## src/rtl/rom_loader_pkg.sv

```systemverilog
// Shared types for the SDRAM write-port loader: the packed word that travels
// from the byte packer through the FIFO to the port, and the initiator states.
package sdram_pkg;

   typedef struct packed {
      logic [22:0] wa;
      logic [15:0] d;
      logic [1:0]  ds;
   } port_word_t;

   typedef enum logic {
      IDLE,
      WAIT
   } ldr_state_e;

   // Builds a fresh single-byte word: odd addresses land in the upper lane,
   // even addresses in the lower lane, the other lane stays zero and disabled.
   function automatic port_word_t placeByte(input logic [22:0] wa,
                                            input logic        odd,
                                            input logic [7:0]  b);
      port_word_t w;
      w.wa = wa;
      if (odd) begin
         w.d  = {b, 8'h00};
         w.ds = 2'b10;
      end else begin
         w.d  = {8'h00, b};
         w.ds = 2'b01;
      end
      return w;
   endfunction

endpackage

```

## src/rtl/rom_loader_if.sv

```systemverilog
// Toggle-handshake write port towards one SDRAM controller port. The loader
// is the master; the controller (or its port mux) is the slave.
interface rom_loader_if;

   logic        port_req;
   logic        port_ack;
   logic        port_we;
   logic [22:0] port_a;
   logic [1:0]  port_ds;
   logic [15:0] port_d;

   modport master (
      output port_req,
      input  port_ack,
      output port_we,
      output port_a,
      output port_ds,
      output port_d
   );

   modport slave (
      input  port_req,
      output port_ack,
      input  port_we,
      input  port_a,
      input  port_ds,
      input  port_d
   );

endinterface

```

## src/rtl/rom_loader_fifo.sv

```systemverilog
// Small synchronous FIFO of packed port words. Pointers carry one extra wrap
// bit so full and empty can be told apart. A push that coincides with a pop
// is accepted even when the FIFO is full; a push that cannot be stored is
// reported on drop_o.
module word_fifo
   import sdram_pkg::*;
#(
   parameter int DEPTH = 4
) (
   input  logic       clk,
   input  logic       init_n,
   input  logic       push_i,
   input  port_word_t pushData_i,
   input  logic       pop_i,
   output port_word_t head_o,
   output logic       full_o,
   output logic       empty_o,
   output logic       drop_o
);

   localparam int AW = $clog2(DEPTH);

   port_word_t     mem_q [DEPTH];
   logic [AW:0]    wrPtr_q;
   logic [AW:0]    rdPtr_q;
   logic           doPop;
   logic           doPush;

   assign empty_o = (wrPtr_q == rdPtr_q);
   assign full_o  = (wrPtr_q[AW] != rdPtr_q[AW]) &&
                    (wrPtr_q[AW-1:0] == rdPtr_q[AW-1:0]);
   assign doPop   = pop_i && !empty_o;
   assign doPush  = push_i && (!full_o || doPop);
   assign drop_o  = push_i && !doPush;
   assign head_o  = mem_q[rdPtr_q[AW-1:0]];

   // Advance read and write pointers on accepted pops and pushes.
   always_ff @(posedge clk or negedge init_n) begin
      if (!init_n) begin
         wrPtr_q <= '0;
         rdPtr_q <= '0;
      end else begin
         if (doPush) begin
            wrPtr_q <= wrPtr_q + 1'b1;
         end
         if (doPop) begin
            rdPtr_q <= rdPtr_q + 1'b1;
         end
      end
   end

   // Storage needs no reset: an entry is only read after it has been written.
   always_ff @(posedge clk) begin
      if (doPush) begin
         mem_q[wrPtr_q[AW-1:0]] <= pushData_i;
      end
   end

endmodule

```

## src/rtl/rom_loader.sv

```systemverilog
// Download-to-SDRAM write initiator. Packs ioctl bytes into 16-bit words with
// byte enables, buffers them in a small FIFO and issues one toggle-handshake
// write per word. The port is only in use while a download runs or words are
// still on their way out.
module rom_loader
   import sdram_pkg::*;
#(
   parameter int          FIFO_DEPTH = 4,
   parameter logic [22:0] BASE_WA    = 23'd0
) (
   input  logic          clk,
   input  logic          init_n,
   input  logic          ioctl_downl,
   input  logic          ioctl_wr,
   input  logic [24:0]   ioctl_addr,
   input  logic [7:0]    ioctl_dout,
   rom_loader_if.master  port,
   output logic          busy,
   output logic          overflow
);

   ldr_state_e  state_q;
   logic        req_q;
   logic        we_q;
   logic [22:0] a_q;
   logic [15:0] d_q;
   logic [1:0]  ds_q;

   logic        downl_q;
   logic        pendValid_q;
   logic        pendValid_d;
   port_word_t  pend_q;
   port_word_t  pend_d;
   logic        overflow_q;
   logic        busy_q;

   logic        byteAcc;
   logic        byteOdd;
   logic [22:0] byteWa;
   logic        downlFall;
   logic        downlRise;
   port_word_t  merged;
   logic        push;
   port_word_t  pushWord;

   logic        fifoPop;
   port_word_t  fifoHead;
   logic        fifoFull;
   logic        fifoEmpty;
   logic        fifoDrop;

   logic        unusedAddrBit;

   assign unusedAddrBit = ioctl_addr[24];

   assign byteAcc   = ioctl_downl && ioctl_wr;
   assign byteOdd   = ioctl_addr[0];
   assign byteWa    = ioctl_addr[23:1] + BASE_WA;
   assign downlFall = downl_q && !ioctl_downl;
   assign downlRise = !downl_q && ioctl_downl;

   // Byte packer: merge into the pending word or retire it, and decide the
   // single FIFO push for this cycle.
   always_comb begin
      pendValid_d = pendValid_q;
      pend_d      = pend_q;
      push        = 1'b0;
      pushWord    = pend_q;
      merged      = pend_q;
      if (byteAcc) begin
         if (pendValid_q && (pend_q.wa == byteWa)) begin
            if (byteOdd) begin
               merged.d[15:8] = ioctl_dout;
               merged.ds[1]   = 1'b1;
            end else begin
               merged.d[7:0]  = ioctl_dout;
               merged.ds[0]   = 1'b1;
            end
            if (merged.ds == 2'b11) begin
               push        = 1'b1;
               pushWord    = merged;
               pendValid_d = 1'b0;
            end else begin
               pend_d = merged;
            end
         end else begin
            push        = pendValid_q;
            pushWord    = pend_q;
            pendValid_d = 1'b1;
            pend_d      = placeByte(byteWa, byteOdd, ioctl_dout);
         end
      end else if (downlFall && pendValid_q) begin
         push        = 1'b1;
         pushWord    = pend_q;
         pendValid_d = 1'b0;
      end
   end

   assign fifoPop = (state_q == IDLE) && !fifoEmpty;

   word_fifo #(
      .DEPTH(FIFO_DEPTH)
   ) u_fifo (
      .clk       (clk),
      .init_n    (init_n),
      .push_i    (push),
      .pushData_i(pushWord),
      .pop_i     (fifoPop),
      .head_o    (fifoHead),
      .full_o    (fifoFull),
      .empty_o   (fifoEmpty),
      .drop_o    (fifoDrop)
   );

   // Packer state, download edge tracker, sticky overflow and registered busy.
   always_ff @(posedge clk or negedge init_n) begin
      if (!init_n) begin
         downl_q     <= 1'b0;
         pendValid_q <= 1'b0;
         pend_q      <= '0;
         overflow_q  <= 1'b0;
         busy_q      <= 1'b0;
      end else begin
         downl_q     <= ioctl_downl;
         pendValid_q <= pendValid_d;
         pend_q      <= pend_d;
         if (downlRise) begin
            overflow_q <= 1'b0;
         end
         if (fifoDrop) begin
            overflow_q <= 1'b1;
         end
         busy_q <= ioctl_downl || !fifoEmpty || pendValid_q ||
                   (state_q == WAIT) || (req_q != port.port_ack);
      end
   end

   // Initiator: pop a word and toggle req from IDLE, wait for ack to match.
   always_ff @(posedge clk or negedge init_n) begin
      if (!init_n) begin
         state_q <= IDLE;
         req_q   <= 1'b0;
         we_q    <= 1'b0;
         a_q     <= '0;
         d_q     <= '0;
         ds_q    <= '0;
      end else begin
         case (state_q)
            IDLE: begin
               if (!fifoEmpty) begin
                  a_q     <= fifoHead.wa;
                  d_q     <= fifoHead.d;
                  ds_q    <= fifoHead.ds;
                  we_q    <= 1'b1;
                  req_q   <= ~req_q;
                  state_q <= WAIT;
               end
            end
            WAIT: begin
               if (port.port_ack == req_q) begin
                  we_q    <= 1'b0;
                  state_q <= IDLE;
               end
            end
            default: state_q <= IDLE;
         endcase
      end
   end

   assign port.port_req = req_q;
   assign port.port_we  = we_q;
   assign port.port_a   = a_q;
   assign port.port_d   = d_q;
   assign port.port_ds  = ds_q;
   assign busy          = busy_q;
   assign overflow      = overflow_q;

endmodule
```

## src/flat_wrapper.sv

```systemverilog
// flat-port wrapper written by rule: the top's interface ports become plain ports
module rom_loader_flat import sdram_pkg::*;
#(
   parameter int          FIFO_DEPTH = 4,
   parameter logic [22:0] BASE_WA    = 23'd0
)
  (clk, init_n, ioctl_downl, ioctl_wr, ioctl_addr, ioctl_dout, busy, overflow, port_port_req, port_port_ack, port_port_we, port_port_a, port_port_ds, port_port_d);
  rom_loader_if port_i ();
  input  logic clk;
  input  logic init_n;
  input  logic ioctl_downl;
  input  logic ioctl_wr;
  input  logic [24:0] ioctl_addr;
  input  logic [7:0] ioctl_dout;
  output logic busy;
  output logic overflow;
  output wire logic [$bits(port_i.port_req)-1:0] port_port_req;
  input wire logic [$bits(port_i.port_ack)-1:0] port_port_ack;
  output wire logic [$bits(port_i.port_we)-1:0] port_port_we;
  output wire logic [$bits(port_i.port_a)-1:0] port_port_a;
  output wire logic [$bits(port_i.port_ds)-1:0] port_port_ds;
  output wire logic [$bits(port_i.port_d)-1:0] port_port_d;
  assign port_port_req = port_i.port_req;
  assign port_i.port_ack = port_port_ack;
  assign port_port_we = port_i.port_we;
  assign port_port_a = port_i.port_a;
  assign port_port_ds = port_i.port_ds;
  assign port_port_d = port_i.port_d;
  rom_loader #(.FIFO_DEPTH(FIFO_DEPTH), .BASE_WA(BASE_WA)) u_core (.clk(clk), .init_n(init_n), .ioctl_downl(ioctl_downl), .ioctl_wr(ioctl_wr), .ioctl_addr(ioctl_addr), .ioctl_dout(ioctl_dout), .port(port_i), .busy(busy), .overflow(overflow));
endmodule
```

## config.mk

```make
export PLATFORM = sky130hd
export DESIGN_NAME = rom_loader_flat
export DESIGN_NICKNAME = d
export VERILOG_FILES = /design/src/rtl/rom_loader_pkg.sv /design/src/rtl/rom_loader_if.sv /design/src/rtl/rom_loader_fifo.sv /design/src/rtl/rom_loader.sv /design/src/flat_wrapper.sv
export SDC_FILE = /design/constraint.sdc
export NUM_CORES = 1
export LEC_CHECK = 0
export CAP_MARGIN = 20
export CORE_MARGIN = 2
export CORE_UTILIZATION = 35
export DETAILED_ROUTE_END_ITERATION = 12
export PLACE_DENSITY = 0.52
export RECOVER_POWER = 25
export REMOVE_ABC_BUFFERS = 1
export SLEW_MARGIN = 20
export SYNTH_ARGS = -nofsm -noshare
export SYNTH_HDL_FRONTEND = slang
export SYNTH_SLANG_ARGS = --single-unit
```

## constraint.sdc

```tcl
create_clock -name clk -period 3.6 [get_ports clk]
set_input_delay 0.36 -clock clk [delete_from_list [all_inputs] [get_ports clk]]
set_output_delay 0.36 -clock clk [all_outputs]
set_load 0.01 [all_outputs]
```

==> results.sh <==
export IMPL_wirelength_um=20900
export IMPL_rows=62
export IMPL_viasPerCell=4.92
export IMPL_outcome="finished, final reports clean"
export IMPL_startpoint="u_core.merged[18]"
export IMPL_vias=5191
export IMPL_worst_slew_pin_slew_ps=1420
export IMPL_cap_violations=0
export IMPL_multiInputGateArea_mm2=0.00280
export IMPL_routedWlPerCell_um=19.8
export IMPL_start_kind="flop"
export IMPL_cts_tree="yes"
export IMPL_synth_cell_types=43
export IMPL_p_per_area_mw_per_mm2=783
export IMPL_most_common_layout_cells="edfxtp_1 (164), dfrtp_1 (93), clkdlybuf4s50_1 (79), mux2_2 (74), mux4_2 (41)"
export IMPL_synth_edf_count=164
export IMPL_hold_class="input pin to asynchronous set/reset pin"
export IMPL_h_tree_depth=1
export IMPL_initial_core_util=0.356
export IMPL_synth_seq_cells=259
export IMPL_r2r_cells=7
export IMPL_area_delta_synth_final_pct=23.0
export IMPL_grt_usage=0.140
export IMPL_hold_viol=0
export IMPL_ys_seq_area_frac=0.715
export IMPL_p_total_uw=9840
export IMPL_final_common_cell="edfxtp_1"
export IMPL_arrival_ps=3160
export IMPL_antenna_found_initial=0
export IMPL_reg2reg_setup_slack_ps=700
export IMPL_dominantRegCellSynth="edfxtp_1"
export IMPL_drtPass1Iterations=4
export IMPL_end_kind="flop"
export IMPL_fmax_mhz=345
export IMPL_final_cells=1055
export IMPL_p_leak_uw=0.00453
export IMPL_drt_initial_drc_count=333
export IMPL_dp_cells=1000
export IMPL_cts_root_buf="clkbuf_16"
export IMPL_nNetsFinal=691
export IMPL_utilization=0.438
export IMPL_crit_fanout=32
export IMPL_num_io_pins=83
export IMPL_period_needed_ps=2900
export IMPL_netlist_instances=537
export IMPL_ant_nets=0
export IMPL_clk_pin_slew_worst_paths_ps=60
export IMPL_grt_pass1_vias=5595
export IMPL_overflow=0
export IMPL_worstPathRequired_ps=3870
export IMPL_gp_congestion=0.747
export IMPL_crit_path_end="u_core.u_fifo.mem_q[2][30]"
export IMPL_drive_above_1_share=0.276
export IMPL_die_area_mm2=0.0306
export IMPL_grt_pass1_wl_um=32600
export IMPL_clk_latency_ps=540
export IMPL_core_area_mm2=0.0287
export IMPL_hold_buffers=1
export IMPL_finalCritPeriodShare=0.805
export IMPL_clockBufferDepth=3
export IMPL_num_antenna_cells=0
export IMPL_die_y_um=175
export IMPL_fillers=2542
export IMPL_dp_hpwl_um=12900
export IMPL_critical_path_class="flop to flop"
export IMPL_grt_max_degree=52
export IMPL_syn_area_per_cell_um2=19.0
export IMPL_r2r_start="u_core.merged[18]"
export IMPL_numCtsBuffers=29
export IMPL_die_w_um=175
export IMPL_post_cts_resized=0
export IMPL_rsz0062_at_grt="false"
export IMPL_vdd_drop_max_uv=527
export IMPL_synth_area_mm2=0.0102
export IMPL_r2r_end="u_core.u_fifo.mem_q[2][30]"
export IMPL_setup_viol=0
export IMPL_clock_sinks=259
export IMPL_io_buffers=81
export IMPL_drc_errors=0
export IMPL_maxSlewViolCount=0
export IMPL_maxSlewHeadroom=0.0555
export IMPL_ys_warn_count=0
export IMPL_fin_worst_skew_ps=19.6
export IMPL_cts_setup_buffers=0
export IMPL_async_flop_share=0.367
export IMPL_seq_area_mm2=0.00730
per-layer routing:
| metal | GRT usage | part of all wire |
|---|---|---|
| met5 | 0 | 0 |
| met4 | 0.0347 | 0.017 |
| met3 | 0.0237 | 0.037 |
| met2 | 0.238 | 0.50 |
| met1 | 0.186 | 0.45 |
worst max-delay path: stages, from the launching register on:
cell and delay, ps:
dfrtp_1 450, xnor2_1 360, nand4_1 230, or4_4 540, o211a_1 290, or2_1 270
and3_2 250, buf_12 190
report_power, final:
group          total, uW  internal (uW)  switching, uW
Sequential          4130           3830            300
Clock               2880           1750           1130
Combinational       2830           1570           1260
Total               9840           7160           2690
worst min path at each step:
stage / to / depth (start not counted)
after floorplan: u_core.busy / 0
after global placement: u_core.port.port_a[0] / 1
after detailed placement: u_core.port.port_a[0] / 1
after CTS: u_core.port.port_a[0] / 2
after global routing: u_core.port.port_a[0] / 2
final: u_core.port.port_a[0] / 2
cell usage after synthesis (8+ instances only):
library cell / count / area (um2)
a22o_1: 16 / 140
mux2_2: 74 / 833
dfrtp_1: 95 / 2380
inv_1: 13 / 48.8
nand4_1: 12 / 75.1
nand2_1: 10 / 37.5
mux4_2: 41 / 923
buf_2: 8 / 40.0
xnor2_1: 25 / 219
edfxtp_1: 164 / 4920
nand2b_1: 8 / 50.1
cell families after synthesis:
family	count (synthesis)	share of synthesized area
xor gates and xnor gates	29	0.0249
DFF	259	0.715
and+or+nand+nor	53	0.0288
muxes	125	0.182
buffers and inverters	30	0.0121
AOI/OAI and AO/OA	36	0.0309
adders and majority gates	5	0.00612
flip-flops by register name (all words and copies together) (netlist names):
| name | flops |
|---|---|
| u_core.port.port_d | 16 |
| u_core.port.port_req | 1 |
| u_core.state_q | 1 |
| u_core.pend_q | 18 |
| u_core.port.port_ds | 2 |
| u_core.u_fifo.mem_q | 164 |
| u_core.u_fifo.rdPtr_q | 3 |
| u_core.merged | 23 |
| u_core.port.port_a | 23 |
| u_core.downl_q | 1 |
| u_core.busy | 1 |
| u_core.overflow | 1 |
| u_core.pendValid_q | 1 |
| u_core.u_fifo.wrPtr_q | 3 |
| u_core.port.port_we | 1 |
through the flow:
| step | setup TNS (ps) | instance area [um2] | worst slack, ps | hold WS (ps) |
|---|---|---|---|---|
| 2_1_floorplan | -68060 | 10100 | -1080 | 64.4 |
| 3_3_place_gp | 0 | 11600 | 377 | 419 |
| 3_5_place_dp | 0 | 11600 | 351 | 423 |
| 4_1_cts | 0 | 12600 | 735 | 401 |
| 5_1_grt | 0 | 12600 | 588 | 430 |
| 6_report | 0 | 12600 | 704 | 369 |
final cells by class:
class	count	area share
inverters	13	0.00388
well taps	384	0.0382
clock inverters	14	0.0116
repair buffers	97	0.0788
multi-input cells	248	0.223
flip-flops and latches	259	0.581
clock buffers	40	0.0634
Note: power is estimated with default switching activity, not from simulation.
